<file path="src/rtl/mcu_link_select_if.sv">
// ============================================================================
// Module      : mcu_link_select_if
// Description : Pin-side and core-side SPI signals of the MCU link selector.
// Revision    : 1.0 - initial release
// ============================================================================
`default_nettype none

interface mcu_link_select_if;
    logic int_sclk;
    logic int_csn;
    logic int_mosi;
    logic ext_sclk;
    logic ext_csn;
    logic ext_mosi;
    logic core_miso;
    logic core_intn;
    logic mcu_sclk;
    logic mcu_csn;
    logic mcu_mosi;
    logic int_miso;
    logic ext_miso;
    logic ext_intn;
    logic ext_active;
    logic switch_pulse;

    // Board/driver side
    modport master (
        output int_sclk, int_csn, int_mosi,
        output ext_sclk, ext_csn, ext_mosi,
        output core_miso, core_intn,
        input  mcu_sclk, mcu_csn, mcu_mosi,
        input  int_miso, ext_miso, ext_intn,
        input  ext_active, switch_pulse
    );

    // Selector side
    modport slave (
        input  int_sclk, int_csn, int_mosi,
        input  ext_sclk, ext_csn, ext_mosi,
        input  core_miso, core_intn,
        output mcu_sclk, mcu_csn, mcu_mosi,
        output int_miso, ext_miso, ext_intn,
        output ext_active, switch_pulse
    );
endinterface

`default_nettype wire

</file>
<file path="src/rtl/mcu_link_select.sv">
// ============================================================================
// Module      : mcu_link_select
// Description : Chooses the internal (BL616) or external (M0S) SPI link for
//               the core, with qualified detection and CSn-gated switchover.
// Revision    : 1.0 - initial release
// ============================================================================
`default_nettype none

module mcu_link_select #(
    parameter int SYNC_STAGES   = 2,
    parameter int DETECT_CYCLES = 4,
    parameter int REVERT_EN     = 0,
    parameter int TIMEOUT       = 16000000
) (
    input  logic              clk32,
    input  logic              reset_n,
    mcu_link_select_if.slave  link
);

    localparam logic [7:0]  c_DET_LAST = 8'(DETECT_CYCLES - 1);
    localparam logic [23:0] c_TO_LAST  = 24'(TIMEOUT - 1);

    typedef enum logic [1:0] {
        S_INT    = 2'd0,
        S_PEND   = 2'd1,
        S_SETTLE = 2'd2,
        S_EXT    = 2'd3
    } state_t;

    state_t                  state_q;
    logic [SYNC_STAGES-1:0]  int_sync_q;
    logic [SYNC_STAGES-1:0]  ext_sync_q;
    logic [7:0]              det_cnt_q;
    logic [23:0]             to_cnt_q;
    logic                    sel_ext_q;
    logic                    gate_q;
    logic                    switch_pulse_q;

    logic                    w_int_cs_s;
    logic                    w_ext_cs_s;

    assign w_int_cs_s = int_sync_q[SYNC_STAGES-1];
    assign w_ext_cs_s = ext_sync_q[SYNC_STAGES-1];

    always_ff @(posedge clk32 or negedge reset_n) begin
        if (!reset_n) begin
            state_q        <= S_INT;
            int_sync_q     <= '1;
            ext_sync_q     <= '1;
            det_cnt_q      <= '0;
            to_cnt_q       <= '0;
            sel_ext_q      <= 1'b0;
            gate_q         <= 1'b0;
            switch_pulse_q <= 1'b0;
        end else begin
            int_sync_q     <= {int_sync_q[SYNC_STAGES-2:0], link.int_csn};
            ext_sync_q     <= {ext_sync_q[SYNC_STAGES-2:0], link.ext_csn};
            switch_pulse_q <= 1'b0;

            case (state_q)
                S_INT: begin
                    if (w_ext_cs_s) begin
                        det_cnt_q <= '0;
                    end else if (det_cnt_q == c_DET_LAST) begin
                        det_cnt_q <= '0;
                        gate_q    <= 1'b1;
                        state_q   <= S_PEND;
                    end else begin
                        det_cnt_q <= det_cnt_q + 8'd1;
                    end
                end

                // Core already sees CSn high; wait out any internal frame.
                S_PEND: begin
                    if (w_int_cs_s) begin
                        state_q <= S_SETTLE;
                    end
                end

                S_SETTLE: begin
                    if (w_ext_cs_s) begin
                        gate_q         <= 1'b0;
                        sel_ext_q      <= 1'b1;
                        switch_pulse_q <= 1'b1;
                        to_cnt_q       <= '0;
                        state_q        <= S_EXT;
                    end
                end

                S_EXT: begin
                    // Idle counter saturates so a long busy internal CSn cannot wrap it.
                    if (!w_ext_cs_s) begin
                        to_cnt_q <= '0;
                    end else if (to_cnt_q != c_TO_LAST) begin
                        to_cnt_q <= to_cnt_q + 24'd1;
                    end
                    if ((REVERT_EN != 0) && (to_cnt_q == c_TO_LAST) && w_int_cs_s) begin
                        sel_ext_q      <= 1'b0;
                        switch_pulse_q <= 1'b1;
                        to_cnt_q       <= '0;
                        det_cnt_q      <= '0;
                        state_q        <= S_INT;
                    end
                end

                default: state_q <= S_INT;
            endcase
        end
    end

    // Data path is a pure mux off registered controls: no added SPI latency.
    assign link.mcu_sclk     = sel_ext_q ? link.ext_sclk : link.int_sclk;
    assign link.mcu_mosi     = sel_ext_q ? link.ext_mosi : link.int_mosi;
    assign link.mcu_csn      = gate_q ? 1'b1 : (sel_ext_q ? link.ext_csn : link.int_csn);

    assign link.int_miso     = link.core_miso;
    assign link.ext_miso     = link.core_miso;
    assign link.ext_intn     = link.core_intn;

    assign link.ext_active   = sel_ext_q;
    assign link.switch_pulse = switch_pulse_q;

endmodule

`default_nettype wire

</file>
<file path="src/flat_wrapper.sv">
// flat-port wrapper written by rule: the top's interface ports become plain ports
module mcu_link_select_flat 
#(
    parameter int SYNC_STAGES   = 2,
    parameter int DETECT_CYCLES = 4,
    parameter int REVERT_EN     = 0,
    parameter int TIMEOUT       = 16000000
)
  (clk32, reset_n, link_int_sclk, link_int_csn, link_int_mosi, link_ext_sclk, link_ext_csn, link_ext_mosi, link_core_miso, link_core_intn, link_mcu_sclk, link_mcu_csn, link_mcu_mosi, link_int_miso, link_ext_miso, link_ext_intn, link_ext_active, link_switch_pulse);
  mcu_link_select_if link_i ();
  input  logic clk32;
  input  logic reset_n;
  input wire logic [$bits(link_i.int_sclk)-1:0] link_int_sclk;
  input wire logic [$bits(link_i.int_csn)-1:0] link_int_csn;
  input wire logic [$bits(link_i.int_mosi)-1:0] link_int_mosi;
  input wire logic [$bits(link_i.ext_sclk)-1:0] link_ext_sclk;
  input wire logic [$bits(link_i.ext_csn)-1:0] link_ext_csn;
  input wire logic [$bits(link_i.ext_mosi)-1:0] link_ext_mosi;
  input wire logic [$bits(link_i.core_miso)-1:0] link_core_miso;
  input wire logic [$bits(link_i.core_intn)-1:0] link_core_intn;
  output wire logic [$bits(link_i.mcu_sclk)-1:0] link_mcu_sclk;
  output wire logic [$bits(link_i.mcu_csn)-1:0] link_mcu_csn;
  output wire logic [$bits(link_i.mcu_mosi)-1:0] link_mcu_mosi;
  output wire logic [$bits(link_i.int_miso)-1:0] link_int_miso;
  output wire logic [$bits(link_i.ext_miso)-1:0] link_ext_miso;
  output wire logic [$bits(link_i.ext_intn)-1:0] link_ext_intn;
  output wire logic [$bits(link_i.ext_active)-1:0] link_ext_active;
  output wire logic [$bits(link_i.switch_pulse)-1:0] link_switch_pulse;
  assign link_i.int_sclk = link_int_sclk;
  assign link_i.int_csn = link_int_csn;
  assign link_i.int_mosi = link_int_mosi;
  assign link_i.ext_sclk = link_ext_sclk;
  assign link_i.ext_csn = link_ext_csn;
  assign link_i.ext_mosi = link_ext_mosi;
  assign link_i.core_miso = link_core_miso;
  assign link_i.core_intn = link_core_intn;
  assign link_mcu_sclk = link_i.mcu_sclk;
  assign link_mcu_csn = link_i.mcu_csn;
  assign link_mcu_mosi = link_i.mcu_mosi;
  assign link_int_miso = link_i.int_miso;
  assign link_ext_miso = link_i.ext_miso;
  assign link_ext_intn = link_i.ext_intn;
  assign link_ext_active = link_i.ext_active;
  assign link_switch_pulse = link_i.switch_pulse;
  mcu_link_select #(.SYNC_STAGES(SYNC_STAGES), .DETECT_CYCLES(DETECT_CYCLES), .REVERT_EN(REVERT_EN), .TIMEOUT(TIMEOUT)) u_core (.clk32(clk32), .reset_n(reset_n), .link(link_i));
endmodule
</file>
<file path="config.mk">
export PLATFORM = sky130hd
export DESIGN_NAME = mcu_link_select_flat
export DESIGN_NICKNAME = d
export VERILOG_FILES = /design/src/rtl/mcu_link_select_if.sv /design/src/rtl/mcu_link_select.sv /design/src/flat_wrapper.sv
export SDC_FILE = /design/constraint.sdc
export NUM_CORES = 1
export LEC_CHECK = 0
export BUFFER_PORTS_ARGS = -buffer_cell sky130_fd_sc_hd__buf_4
export CAP_MARGIN = 20
export CORE_MARGIN = 2
export CORE_UTILIZATION = 40
export DETAILED_ROUTE_END_ITERATION = 12
export SLEW_MARGIN = 20
export SYNTH_ARGS = -nofsm -noshare
export SYNTH_HDL_FRONTEND = slang
export SYNTH_SLANG_ARGS = --single-unit
</file>
<file path="constraint.sdc">
create_clock -name clk32 -period 4.15 [get_ports clk32]
set_clock_uncertainty 0.05 [all_clocks]
set_input_delay 0.83 -clock clk32 [delete_from_list [all_inputs] [get_ports clk32]]
set_output_delay 0.83 -clock clk32 [all_outputs]
set_load 0.02 [all_outputs]
</file>
# Word-level counts from Yosys, hierarchy flattened
# Cells that the tools add are included.
dict set report word_totals {
  inputBits 10
  ram_bits 0
  out_inout_bits 8
  romBits 0
  latchBits 0
  mem_count 0
  reg_bits 17
  elab_cells 38
}
dict set report op_classes {
  n_bitwise 0
  n_mul 0
  mux 17
  n_eq_ne 7
  add_sub_neg 1
  reduce_logical 6
  shifts 0
  div_mod_pow 0
  order_cmp 0
}
# cell count
set ops {}
lappend ops {{two-way mux 8 bit} 2}
lappend ops {{two-way mux 1 bit} 9}
lappend ops {{adder 8 x 1 -> 8 bit (second input constant)} 1}
lappend ops {{equality test 8 x 2 -> 1 bit (second input constant)} 1}
lappend ops {{two-way mux 2 bit} 4}
lappend ops {{!= test 2 x 1 -> 1 bit (second input constant)} 3}
lappend ops {{case mux 2 bit (3 select lines)} 1}
lappend ops {{AND reduction 5 bit} 1}
lappend ops {{AND reduction 4 bit} 1}
lappend ops {{nonzero test 3 bit} 1}
lappend ops {{equality test 2 x 1 -> 1 bit (second input constant)} 1}
lappend ops {{equality test 2 bit (second input constant)} 1}
lappend ops {{zero test 2 bit} 1}
lappend ops {{!= test 2 bit (second input constant)} 1}
lappend ops {{case mux 1 bit (2 select lines)} 1}
lappend ops {{AND reduction 2 bit} 1}
lappend ops {{nonzero test 2 bit} 1}

# Depth between registers and ports, before layout
dict set report depth {
  word_depth 4
  ltp_mapped 6
  ltp_nobuf 6
}

# Worst setup path before layout
# Ideal clock, no wire load.
dict set report synth_path {
  path_type {input port to output port}
  start {input link_int_csn}
  end {output link_mcu_csn}
  required_time_ns 3.270
  path_stages 2
  slack_ns 2.023
  path_buffers 0
  arrival_time_ns 1.247
  path_cell_list {nor2b_1 -> a211o_1}
}
dict set report synth_via {
  elab_chain_cells 2
}
# item line
set synth_lines {}
lappend synth_lines {{from (decl)} flat_wrapper.sv:14} ;# input wire logic [$bits(link_i.int_csn)-1:0] link_int_csn;
lappend synth_lines {{two-way mux 1 bit (2 in a row)} mcu_link_select.sv:114} ;# assign link.mcu_csn = gate_q ? 1'b1 : (sel_ext_q ? link.ext_csn : link.int_csn);
lappend synth_lines {{to (decl)} flat_wrapper.sv:22} ;# output wire logic [$bits(link_i.mcu_csn)-1:0] link_mcu_csn;
# No other way between the ends.

# Worst setup path in the final report
# Same ends and word-level chain as after synthesis.

==> results.py <==
metrics = {
    "die": {
        "die_area_um2": 2590,
        "core_area_um2": 2020,
        "rows": 16,
        "ios": 18,
        "floorplan.initialDensity": 0.436,
        "die_y_um": 50.9,
        "fp.dieW_um": 50.9,
    },
    "power_and_ir_drop": {
        "power_density_nw_per_um2": 518,
        "power.total_uw": 523,
        "p_leak_nw": 0.453,
        "ir_worst_vdd_v": 0.000271,
    },
    "drt": {
        "num_vias": 648,
        "wl_per_cell_um": 13.1,
        "antenna_left": 0,
        "finalWirelength_mm": 1.60,
        "drc": 0,
        "drtIter0Drc": 6,
        "vias_per_cell": 5.31,
        "dr.pass1.iters": 4,
    },
    "synth": {
        "yosysTopAreaCell": "dfrtp_1",
        "syn_nets": 97,
        "yosysWarnings": 0,
        "yosysMostFrequentCell": "dfrtp_1",
        "synth.distinct_cells": 30,
        "synth_top_area_frac": 0.369,
        "synth-edff-count": 0,
        "ys_seq_area_frac": 0.489,
        "netlist_area_um2": 881,
        "ys_top_cells_by_area": "dfrtp_1 (37%), dfstp_2 (12%), ha_1 (7.1%), nand3_1 (4.5%), mux2_2 (3.8%)",
        "synth_seq_cells": 17,
        "yosys-top-cells-count": "dfrtp_1 (13), nand3_1 (8), inv_1 (6)",
        "synthCells": 82,
        "avgSynthCellArea_um2": 10.7,
        "async_flop_share": 1.00,
        "ys.flop_type": "dfrtp_1",
    },
    "placement": {
        "gp_congestion": 0.798,
        "dp_hpwl_mm": 1.20,
        "io_buffers": 12,
    },
    "sta": {
        "tightest_slew_ns": 0.516,
        "fin_crit_sh": 0.561,
        "final_max_slew_viol_count": 0,
        "min_period_ns": 2.33,
        "fin_setup_tns_ns": 0,
        "setup_viol": 0,
        "rsz0062_at_grt": "no",
        "max_slew_margin": 0.655,
        "hold_violations": 0,
        "fmax_mhz": 429,
    },
    "worst_setup_path": {
        "critical_path.max_fanout": 2,
        "cpMostUsedCell": "buf_4",
        "crit_slowest_cell": "a211o_1",
        "crit_type": "in -> out",
        "r2r_slack_ns": 2.06,
        "worstPathRequired_ns": 3.27,
        "path_cells": "buf_4 > nor2b_1 > a211o_1 > buf_4",
        "cp-end-kind": "primary output",
        "slowest_delay_ns": 0.23,
        "cp.arrival_ns": 1.45,
        "startpoint_type": "input pin",
    },
    "global_routing": {
        "grt_max_degree": 18,
        "grt_pass1_vias": 684,
        "antenna_found_initial": 0,
        "track_usage": 0.150,
        "grt_pass1_wl_mm": 2.89,
        "overflow": 0,
    },
    "finish": {
        "utilization": 0.499,
        "n_fill_cell": 187,
        "drive_above_1_share": 0.274,
        "num-nets-final": 111,
        "diodes": 0,
        "syn_to_final_growth_pct": 14.6,
    },
    "cts": {
        "clkLatencyLatePin_ns": 0.29,
        "root_buffer": "clkbuf_4",
        "clk_pin_slew_ns": 0.10,
        "cts_tree": "done",
        "cts_resized": 0,
        "ctsHoldBuffers": 0,
        "cts_max_level": 1,
        "clock_path_buffers": 2,
        "post-cts-setup-buffers": 0,
        "cts_buffers": 3,
        "clock_sinks": 17,
    },
    "outcome": {
        "status": "finished, final reports clean",
    },
    "worst_hold_path": {
        "hold_path_class": "reg -> reg",
    },
    "flow_run": {
        "cap_violations": 0,
    },
}
-- flip-flops by register name, indices dropped and copies added, names as in the netlist --
name and cells:
u_core.link.switch_pulse 1, u_core.link.ext_active 1, u_core.int_sync_q 2, u_core.ext_sync_q 2
u_core.state_q 2, u_core.gate_q 1, u_core.det_cnt_q 8
-- layout by cell type (no fill, tap or decap), drive strengths merged, types with 2 or more instances in the layout --
cell type,count
or3,2
nand2,5
buf,12
a31oi,2
and3,3
nand2b,2
nor2b,2
nor2,2
clkbuf,3
ha,5
inv,6
o2bb2ai,2
dfrtp,13
dfstp,4
nand3,8
mux2,3
o21ai,7
-- critical path: cells and delay by family --
family / cells / cell delay (ns)
and+or+nand+nor: 1 / 0.12
buffers and inverters: 2 / 0.27
AOI/OAI and AO/OA: 1 / 0.23
-- power breakdown --
part	leakage [nW]	total (mW)	internal [mW]	switching, mW
Clock	0.0177	0.0893	0.0358	0.0535
Combinational	0.229	0.197	0.0924	0.105
Sequential	0.206	0.236	0.202	0.0340
-- per-stage QoR --
| stage | setup WS, ns | instances | hold slack [ns] | instance area [um2] |
|---|---|---|---|---|
| 2_1_floorplan | 2.02 | 82 | 0.295 | 881 |
| 3_3_place_gp | 1.84 | 118 | 0.296 | 982 |
| 3_5_place_dp | 1.81 | 118 | 0.299 | 982 |
| 4_1_cts | 1.81 | 122 | 0.315 | 1010 |
| 5_1_grt | 1.78 | 122 | 0.317 | 1010 |
| 6_report | 1.82 | 122 | 0.314 | 1010 |
-- per-layer routing --
layer | wire length, um | vias up | GRT usage
li1 | - | 320 | -
met1 | 764 | 309 | 0.185
met2 | 740 | 17 | 0.238
met3 | 84 | 2 | 0.0234
met4 | 15 | 0 | 0.108
met5 | 0 | - | 0
-- final cells by class --
class | instances | area (um2) | share of cell area
clock buffers | 3 | 22.5 | 0.0223
multi-input cells | 56 | 405 | 0.401
well taps | 27 | 33.8 | 0.0335
clock inverters | 1 | 5.00 | 0.00496
flip-flops and latches | 17 | 430 | 0.426
repair buffers | 12 | 90.1 | 0.0892
inverters | 6 | 22.5 | 0.0223
-- worst paths after layout --
check                                     start                    to  cells past startpoint
max                                link_int_csn          link_mcu_csn                      4
min                        u_core.int_sync_q[0]  u_core.int_sync_q[1]                      0
max reg2reg                 u_core.det_cnt_q[0]   u_core.det_cnt_q[3]                      5
min reg2reg                u_core.int_sync_q[0]  u_core.int_sync_q[1]                      0
max in group asynchronous               reset_n  u_core.ext_sync_q[1]                      1
min in group asynchronous               reset_n     u_core.state_q[0]                      1
-- cells by family after synthesis --
logic type / Yosys count / share of synthesized area
buf+inv: 9 / 0.0511
xor+xnor: 1 / 0.00994
flops: 17 / 0.489
mux: 4 / 0.0497
simple gates: 29 / 0.183
fa+ha+maj: 5 / 0.0710
compound gates: 17 / 0.146
Power figures use the tool's default switching activity.
